### src/rtl/comparch_pkg.sv
// Shared architectural constants and types for the instruction fetch path.
// Imported by the prefetch buffer and its queue.
package comparch_pkg;

    localparam int          WORD_W        = 32;
    localparam int          DEFAULT_DEPTH = 4;
    localparam logic [31:0] PC_INC        = 32'd4;

    typedef struct packed {
        logic [WORD_W-1:0] pc;
        logic [WORD_W-1:0] instr;
    } fetch_entry_t;

    localparam int ENTRY_W = $bits(fetch_entry_t);

    // Fetch addresses are always word aligned; low bits of a target are dropped.
    function automatic logic [WORD_W-1:0] align_word(input logic [WORD_W-1:0] addr);
        return {addr[WORD_W-1:2], 2'b00};
    endfunction

endpackage

### src/rtl/pf_queue.sv
// Circular FIFO holding fetched {pc, instr} entries for the prefetch buffer.
// Storage is not reset; only pointers and occupancy are.
module pf_queue #(
    parameter int WIDTH = 64,
    parameter int DEPTH = 4
) (
    input  logic                       clk,
    input  logic                       rst,
    input  logic                       flush,
    input  logic                       push,
    input  logic                       pop,
    input  logic [WIDTH-1:0]           wdata,
    output logic [WIDTH-1:0]           rdata,
    output logic [$clog2(DEPTH+1)-1:0] count
);

    localparam int PTR_W = (DEPTH > 1) ? $clog2(DEPTH) : 1;
    localparam int CNT_W = $clog2(DEPTH + 1);

    logic [WIDTH-1:0] mem [DEPTH];
    logic [PTR_W-1:0] head;
    logic [PTR_W-1:0] tail;
    logic             empty;
    logic             full;
    logic             do_push;
    logic             do_pop;

    assign empty = (count == '0);
    assign full  = (count == CNT_W'(DEPTH));

    // A push into a full queue is only legal when the head leaves in the same cycle.
    assign do_pop  = pop && !empty && !flush;
    assign do_push = push && (!full || do_pop) && !flush;

    always_ff @(posedge clk) begin
        if (rst || flush) begin
            head  <= '0;
            tail  <= '0;
            count <= '0;
        end else begin
            if (do_push) begin
                tail <= tail + PTR_W'(1);
            end
            if (do_pop) begin
                head <= head + PTR_W'(1);
            end
            case ({do_push, do_pop})
                2'b10:   count <= count + CNT_W'(1);
                2'b01:   count <= count - CNT_W'(1);
                default: count <= count;
            endcase
        end
    end

    always_ff @(posedge clk) begin
        if (do_push) begin
            mem[tail] <= wdata;
        end
    end

    assign rdata = mem[head];

endmodule

### src/rtl/inst_prefetch.sv
// Instruction prefetch buffer: fetches sequentially from memory into a small
// queue and presents the head to decode; a taken redirect flushes and refetches.
module inst_prefetch
    import comparch_pkg::*;
#(
    parameter int          DEPTH    = DEFAULT_DEPTH,
    parameter logic [31:0] RESET_PC = 32'h0
) (
    input  logic              clk,
    input  logic              rst,
    output logic [WORD_W-1:0] mem_addr,
    input  logic [WORD_W-1:0] mem_instr,
    input  logic              mem_ready,
    input  logic              redirect,
    input  logic [WORD_W-1:0] redirect_pc,
    output logic [WORD_W-1:0] inst_out,
    output logic [WORD_W-1:0] pc_out,
    output logic              inst_valid,
    input  logic              inst_ready
);

    localparam int CNT_W = $clog2(DEPTH + 1);

    logic [WORD_W-1:0] fpc;
    logic [CNT_W-1:0]  count;
    logic              full;
    logic              push;
    logic              pop;
    fetch_entry_t      push_entry;
    fetch_entry_t      head_entry;

    assign full       = (count == CNT_W'(DEPTH));
    assign inst_valid = (count != '0);

    // Redirect squashes both sides of the handshake; pop frees a slot for a push.
    assign pop  = inst_valid && inst_ready && !redirect;
    assign push = mem_ready && !redirect && (!full || pop);

    assign push_entry = '{pc: fpc, instr: mem_instr};

    always_ff @(posedge clk) begin
        if (rst) begin
            fpc <= RESET_PC;
        end else if (redirect) begin
            fpc <= align_word(redirect_pc);
        end else if (push) begin
            fpc <= fpc + PC_INC;
        end
    end

    pf_queue #(
        .WIDTH (ENTRY_W),
        .DEPTH (DEPTH)
    ) u_queue (
        .clk   (clk),
        .rst   (rst),
        .flush (redirect),
        .push  (push),
        .pop   (pop),
        .wdata (push_entry),
        .rdata (head_entry),
        .count (count)
    );

    assign mem_addr = fpc;
    assign inst_out = head_entry.instr;
    assign pc_out   = head_entry.pc;

endmodule

### config.mk
export PLATFORM = sky130hd
export DESIGN_NAME = inst_prefetch
export DESIGN_NICKNAME = d
export VERILOG_FILES = /design/src/rtl/comparch_pkg.sv /design/src/rtl/pf_queue.sv /design/src/rtl/inst_prefetch.sv
export SDC_FILE = /design/constraint.sdc
export NUM_CORES = 1
export LEC_CHECK = 0
export BUFFER_PORTS_ARGS = -buffer_cell sky130_fd_sc_hd__buf_2
export CAP_MARGIN = 10
export CORE_MARGIN = 5
export CORE_UTILIZATION = 30
export CTS_CLUSTER_SIZE = 28
export DETAILED_ROUTE_END_ITERATION = 7
export SYNTH_ARGS = -nofsm -noshare
export SYNTH_HDL_FRONTEND = slang
export SYNTH_SLANG_ARGS = --single-unit
### constraint.sdc
create_clock -name clk -period 4.7 [get_ports clk]
set_clock_uncertainty 0.15 [all_clocks]
set_input_delay 0.705 -clock clk [delete_from_list [all_inputs] [get_ports clk]]
set_output_delay 0.705 -clock clk [all_outputs]
set_load 0.01 [all_outputs]
== Word-level counts from Yosys, hierarchy flattened ==
Memories as Yosys holds them, arrays and structs flattened. A register that Yosys moved wholly into a read port is not among the register bits.
Index checks and enable logic that the tools add are counted.

* Memories kept: 1
* Input bits: 69
* Memory bits (writable): 256
* Bits in registers: 39
* Word-level logic and storage cells: 40
* Output and inout port bits: 97

* Add/sub/neg operators: 5
* Reductions and logical operators: 19
* Eq/ne operators: 3
* Mux-type cells: 7

{| class="wikitable"
|+ Memory list
! memory !! words !! width !! rd ports !! clocked after memory_dff !! write ports !! line !! RTL
|-
| u_queue.mem || 4 || 64 || 1 || 1 || 1 || pf_queue.sv:20 || <nowiki>logic [WIDTH-1:0] mem [DEPTH];</nowiki>
|}

{| class="wikitable"
|+ Operators with widths
! cell !! number
|-
| 32-bit two-way mux || 2
|-
| 32-bit by 3-bit adder with 32-bit output, second input constant || 1
|-
| 1-bit logical AND || 8
|-
| 3-bit case mux with 2 select lines || 1
|-
| 2-bit by 1-bit adder with 2-bit output, second input constant || 2
|-
| 2-bit two-way mux || 2
|-
| 2-bit nonzero test || 2
|-
| 3-bit by 1-bit adder with 3-bit output, second input constant || 1
|-
| 3-bit equality test, second input constant || 1
|-
| 1-bit logical NOT || 3
|-
| 3-bit logical NOT || 1
|-
| 1-bit logical OR || 3
|-
| 3-bit nonzero test || 1
|-
| 3-bit by 1-bit subtractor with 3-bit output, second input constant || 1
|-
| 2-bit by 1-bit equality test with 1-bit output, second input constant || 1
|-
| 2-bit equality test, second input constant || 1
|-
| 1-bit two-way mux || 2
|-
| 2-bit OR reduction || 1
|}

== Logic depth before layout (Yosys ltp) ==
Gate-level depths: netlist (run 1).

* Depth after elaboration: 10
* Mapped depth: 12
* Mapped depth without buffers: 9

== Modules after synthesis ==
Synthesis (run 1) repeated with hierarchy kept, for this count alone.

* Cells, all modules: 623
* Area, all modules: 11,543.6 um^2

{| class="wikitable"
|+ Modules (own cells, without submodules)
! module !! sequential area each (um^2) !! area an instance (um^2) !! instances !! cells each
|-
| pf_queue || 7,867.5 || 9,708.1 || 1 || 390
|-
| inst_prefetch || 600.6 || 1,835.5 || 1 || 233
|}

== Worst setup path after synthesis (run 1) ==
Ideal clock, no wire load.

* Kind: input to register
* From: input port redirect
* To: memory u_queue.mem[0][0], enable pin
* Library setup time: 0.426 ns
* Path buffers: 4
* Path slack: 0.993 ns
* Data required time: 4.124 ns
* Arrival: 3.131 ns
* Cell stages on the path: 7
* Path through: buf_6 > clkinv_1 > and3_1 > buf_4 > buf_2 > clkbuf_1 > and2_1

* Word-level cells in the longest chain between the ends: 9
* Elaborated cells on any way between the ends: 12
* Classes of those cells: mux (2); reduce/logical (10)

{| class="wikitable"
|+ RTL lines
! item !! line !! RTL
|-
| from (decl) || inst_prefetch.sv:14 || <nowiki>input logic redirect,</nowiki>
|-
| 1-bit logical NOT (*) || -- ||
|-
| 1-bit logical AND || inst_prefetch.sv:36 || <nowiki>assign pop = inst_valid && inst_ready && !redirect;</nowiki>
|-
| 1-bit logical AND (2 in a row) || pf_queue.sv:32 || <nowiki>assign do_pop = pop && !empty && !flush;</nowiki>
|-
| 1-bit logical OR || pf_queue.sv:33 || <nowiki>assign do_push = push && (!full || do_pop) && !flush;</nowiki>
|-
| 1-bit logical AND || pf_queue.sv:33 ||
|-
| 1-bit logical AND (*) || pf_queue.sv:33 ||
|-
| 1-bit two-way mux (*) || pf_queue.sv:56 || <nowiki>if (do_push) begin</nowiki>
|-
| 1-bit two-way mux (not written as such) (*) || pf_queue.sv:57 || <nowiki>mem[tail] <= wdata;</nowiki>
|-
| to (decl) || pf_queue.sv:20 ||
|}

Every way passes the cells marked *; elsewhere a longest branch is shown, timed or not.

==> qor.yml, run 1 <==
status: "completed"
drc_errors: 0
clock_latency_ns: 0.55
fmax_mhz: 296.1
cp.required_ns: 3.85
coreArea_sq_um: 37490
num-fill-cells: 3556
final_layout_size_suffix_gt1_frac: 0.3616
drtIter0Drc: 381
reg2reg_from: "u_queue.count[0]"
synthFlopType: "edfxtp_1"
wl_um: 26740
p_leak_nw: 4.566
fin_setup_tns_ns: 0
start_util: 0.3030
critical-path-slowest-cell: "dfxtp_4"
dpl.hpwl_um: 17070
seq_area_sq_um: 8235
ys_ff_latch: 287
drv_cap: 0
fin_nets: 869
grt_remaining_overflow: 0
route.vias.total: 6297
cp-end-kind: "primary output"
netlist_area_sq_um: 11360
min_period_ns: 3.378
slowest_delay_ns: 0.71
start_kind: "flop"
grt_pass1_vias: 6352
synth_edf_count: 248
cts_tree: "done"
multi_input_area_sq_um: 2865
synth.yosys.seq_area_share: 0.7245
design_area_sq_um: 13700
cts_root_buf: "clkbuf_16"
ctsHtreeMaxLevel: 1
die_x_um: 204.6
place_congestion: 0.7629
path_cells: "buf_4 > mux4_2 > buf_2"
n_antenna_cell: 0
ioPinCount: 166
cts.clk_slew.worst_paths_ns: 0.06
post_synth.cell_area_avg_sq_um: 18.29
antenna_found_initial: 0
worstHoldPathType: "primary input to flop"
final_util: 0.3654
die-area_sq_um: 41850
yosysTopAreaCell: "edfxtp_1"
cts.sinks: 287
tightest_slew_ns: 1.015
hold_buffers: 0
setup_viol: 0
synth.distinct_cells: 57
synth_common_cells: "edfxtp_1, mux4_2, dfxtp_1"
max-vdd-ir-drop_mv: 0.1842
yosys-top-cells-area: "edfxtp_1, mux4_2, dfxtp_1"
yosysMostFrequentCell: "edfxtp_1"
arrival_ns: 2.52
whs_path_depth: 1
ys_async_sr_fraction: 0
row_count: 71
slew_headroom: 0.3234
hold_start: "mem_instr[15]"
placement.cell_area_sq_um: 12690
hold_violations: 0
ff2ff_path_depth: 9
clk_path_buf_depth: 3
grt_max_degree: 63
ant_nets: 0
drt_pass1_iterations: 5
post-route-period-util: 0.7186
area_delta_synth_final_pct: 20.62
wl_per_cell_um: 20.20
power_density_nw_per_um2: 405.3
slew_viol_final: 0
rsz0062_at_grt: "no"
cts_setup_buffers: 0
synth_warnings: 0
critPathKind: "flop to primary output"
track_usage: 0.1261
portBuffers: 159
cts_buffers: 31
synth_top_area_frac: 0.6557
critPathMaxFanout: 25
ctsResizeCount: 0
vias_per_cell: 4.756
syn_inst: 621
die_y_um: 204.6
grt_pass1_wl_um: 40210
[stage by stage]
step,worst slack [ns],power [mW],hold WS [ns],std cells
detailed placement,1.391,3.183,0.3451,1271
global route,1.114,5.765,0.1883,1324
floorplan,0.9928,3.050,0.3118,624
finish,1.322,5.552,0.2208,1324
CTS,1.178,5.640,0.1798,1324
global placement,1.399,3.177,0.3326,1271
[worst paths after layout]
path         slack, ns            endpoint
max reg2reg       1.82    u_queue.count[2]
min reg2reg       0.35    u_queue.count[2]
min               0.22  u_queue.mem[1][15]
max               1.32          pc_out[29]
[cell usage in the layout (no fill, tap or decap), drive strengths merged, types with 3 or more instances in the layout]
cell type  count
edfxtp       248
buf          171
mux4          62
dfxtp         39
clkbuf        38
nand2         32
a21oi         20
a31oi         17
nor2          16
inv           13
and2          13
nand3         12
nand4         12
nor3          10
clkinv        10
xnor2          9
nor4           8
o22ai          8
o21ai          8
or4            7
ha             6
and3           5
xor2           5
bufinv         5
or3            4
o211ai         4
conb           4
mux2           3
[report_power, final]
group          switching [mW]  total, mW  internal (mW)
registers              0.0579       2.88           2.82
logic                   0.140      0.246          0.106
clock network           0.953       2.43           1.48
total                    1.15       5.55           4.40
[state kept, by name, summed over array words and instances (netlist names), named ones only]
register,cells
mem_addr,30
u_queue.count,3
u_queue.head,2
u_queue.mem,248
u_queue.tail,2
[kinds of logic (layout without fill, tap and decap cells)]
| group | count (synthesis) | in the layout | share of synthesized area |
|---|---|---|---|
| flip-flops | 287 | 287 | 0.7245 |
| AND/OR/NAND/NOR | 123 | 123 | 0.06181 |
| AO/OA/AOI/OAI | 74 | 74 | 0.04319 |
| multiplexers | 65 | 65 | 0.1259 |
| buffers and inverters | 50 | 239 | 0.02512 |
| XOR/XNOR | 14 | 14 | 0.01080 |
| adder cells (fa/ha/maj) | 7 | 7 | 0.008373 |
| other | 1 | 4 | 0.0003302 |
[per-layer routing]
metal | GRT usage | vias to the layer above | wire (um)
met2 | 0.2044 | 195 | 12550
met5 | 0 | - | 0
met3 | 0.02549 | 37 | 1593
met1 | 0.1749 | 3193 | 12040
li1 | - | 2872 | -
met4 | 0.03278 | 0 | 560
[final cells by class]
cell class,instances,area share
Multi-Input combinational cell,287,0.2092
Inverter,15,0.004658
Clock buffer,38,0.05854
Timing Repair Buffer,171,0.06466
Clock inverter,15,0.01516
Sequential cell,287,0.6012
Tap cell,511,0.04667
[worst max-delay path, delay by kind of cell, from the launching register on]
| family | cells | cell delay [ns] |
|---|---|---|
| multiplexers | 1 | 0.60 |
| buffers and inverters | 2 | 0.65 |
| flip-flops | 1 | 0.71 |
(Power assumes the default switching activity.)
==> run 2: changes to the inputs <==
==> constraint.sdc (replaced) <==
create_clock -name clk -period 3.2 [get_ports clk]
set_clock_uncertainty 0.15 [all_clocks]
set_input_delay 0.48 -clock clk [delete_from_list [all_inputs] [get_ports clk]]
set_output_delay 0.48 -clock clk [all_outputs]
set_load 0.01 [all_outputs]
==> run 2 against run 1 <==
Effect of this change: sequential cell count unchanged; final cell count rose by 0.91%; setup slack got worse by 0.94 ns; register-to-register slack got worse by 1.3 ns; sequential power up 47%.
==> qor.yml, run 2 (synthesis gave the netlist of run 1 again) <==
die_x_um: 204.6  # unchanged
drv_cap: 0  # unchanged
grt_remaining_overflow: 0  # unchanged
critPathBufInv: 2  # unchanged
final_util: 0.3692  # +0.003804
slew_viol_final: 0  # unchanged
p_switching_mw: 1.775  # +54%
grt_pass1_vias: 6524  # +2.7%
ioPinCount: 166  # unchanged
whs_path_depth: 1  # unchanged
setup_viol: 0  # unchanged
path_cells: "buf_12 > mux4_2 > buf_2"
ctsResizeCount: 0  # unchanged
rsz0062_at_grt: "no"
slew_headroom: 0.3079  # -0.01548
coreArea_sq_um: 37490  # unchanged
cts_root_buf: "clkbuf_16"
cp.required_ns: 2.57  # -1.28 ns
cp.depth: 3  # unchanged
die-area_sq_um: 41850  # unchanged
p_clk_frac: 0.449  # +0.012
intPower_mw: 6.568  # +49%
critical-path-slowest-cell: "dfxtp_4"
reg2reg_from: "u_queue.count[0]"
cts_tree: "done"
pwr-share-comb: 0.045  # about the same
drc_errors: 0  # unchanged
min_period_ns: 2.814
num-fill-cells: 3571  # +0.42%
seq_power_share: 0.506  # -0.012
drtIter0Drc: 399  # +4.7%
worstHoldPathType: "primary input to flop"
grt_pass1_wl_um: 41350  # +2.8%
grt_max_degree: 63  # unchanged
max-vdd-ir-drop_mv: 0.2352  # +28%
start_kind: "flop"
vias_per_cell: 4.751  # about the same
clk_path_buf_depth: 3  # unchanged
fin_nets: 874  # +0.58%
final_layout_size_suffix_gt1_frac: 0.3714  # +0.009736
area_delta_synth_final_pct: 21.88
ant_nets: 0  # unchanged
ff2ff_path_depth: 9  # unchanged
wl_per_cell_um: 20.15  # -0.23%
regMostFlops: "u_queue.mem"
antenna_found_initial: 0  # unchanged
power_density_nw_per_um2: 602.7  # +49%
cp-end-kind: "primary output"
critPathKind: "flop to primary output"
critPathMaxFanout: 26  # +4.0%
slowest_delay_ns: 0.61  # -0.10 ns
largest_reg_flops: 248  # unchanged
cts_buffers: 34  # +9.7%
fin_setup_tns_ns: 0  # unchanged
status: "completed"
dpl.hpwl_um: 16550  # -3.0%
p_leak_nw: 4.641  # +1.6%
clock_latency_ns: 0.50  # -0.05 ns
post-route-period-util: 0.8793
swShare: 0.2127  # +0.005441
cts.clk_slew.worst_paths_ns: 0.06  # about the same
drt_pass1_iterations: 5  # unchanged
start_util: 0.3030  # unchanged
hold_buffers: 0  # unchanged
ctsHtreeMaxLevel: 2  # +1
layout_common_cells: "edfxtp_1, buf_2, mux4_2"
die_y_um: 204.6  # unchanged
place_congestion: 0.7875  # +3.2%
fmax_mhz: 355.4
hold_violations: 0  # unchanged
row_count: 71  # unchanged
arrival_ns: 2.18  # -0.34 ns
wl_um: 26920  # +0.67%
cts.sinks: 287  # unchanged
portBuffers: 159  # unchanged
hold_start: "mem_instr[27]"
route.vias.total: 6348  # +0.81%
cts_setup_buffers: 0  # unchanged
critical_path.top_delay_family: "flip-flops"
final_common_cell: "edfxtp_1"
track_usage: 0.1293  # +0.003206
tightest_slew_ns: 1.038  # +0.02322 ns
## run 2: changes by cell type in the layout (fill, tap and decap cells not counted), sizes merged
cell / change
bufinv: -3
clkbuf: +4
diode: +1
buf: +2
inv: +1
clkinv: +7
## run 2: final cells by class
| cell class | instances | area (sq um) | area share |
|---|---|---|---|
| sequential | 287 | 8235 | 0.5950 |
| clock inverter | 20 | 152.6 | 0.01103 |
| antenna | 1 | 2.502 | 0.0001808 |
| timing repair buffer | 173 | 938.4 | 0.06779 |
| tap | 511 | 639.4 | 0.04619 |
| inverter | 15 | 63.81 | 0.004610 |
| clock buffer | 42 | 944.7 | 0.06825 |
| multi-input combinational | 287 | 2865 | 0.2070 |
## run 2: final timing paths
kind	endpoint	slack (ns)
worst max-delay path	pc_out[29]	0.39
worst min-delay path	u_queue.mem[1][27]	0.04
worst max register to register	u_queue.count[2]	0.52
worst min register to register	u_queue.count[2]	0.35
## run 2: power by group through the flow
stage,registers (mW),clock network (mW),logic [mW]
finish,4.22,3.74,0.379
global route,4.23,4.03,0.416
CTS,4.22,3.86,0.387
detailed placement,4.30,0,0.386
global placement,4.29,0,0.383
floorplan,4.29,0,0.194
## run 2: metal layers
layer / track usage / share of wire / vias to the layer above
li1: - / - / 2887
met1: 0.1839 / 0.44 / 3191
met2: 0.2003 / 0.47 / 225
met3: 0.02849 / 0.067 / 45
met4: 0.03805 / 0.023 / 0
met5: 0 / 0 / -
## run 2: through the flow
step / total power [mW] / hold slack, ns / instance area (sq um) / instances / setup slack [ns]
after floorplan: 4.479 / 0.3118 / 11370 / 624 / 0.3158
after global placement: 4.676 / 0.3373 / 12740 / 1273 / 0.2921
after detailed placement: 4.685 / 0.3452 / 12740 / 1273 / 0.3185
after CTS: 8.463 / 0.007116 / 13840 / 1335 / 0.2918
after global routing: 8.678 / 0.01590 / 13840 / 1335 / 0.2288
final: 8.343 / 0.03920 / 13840 / 1336 / 0.3862
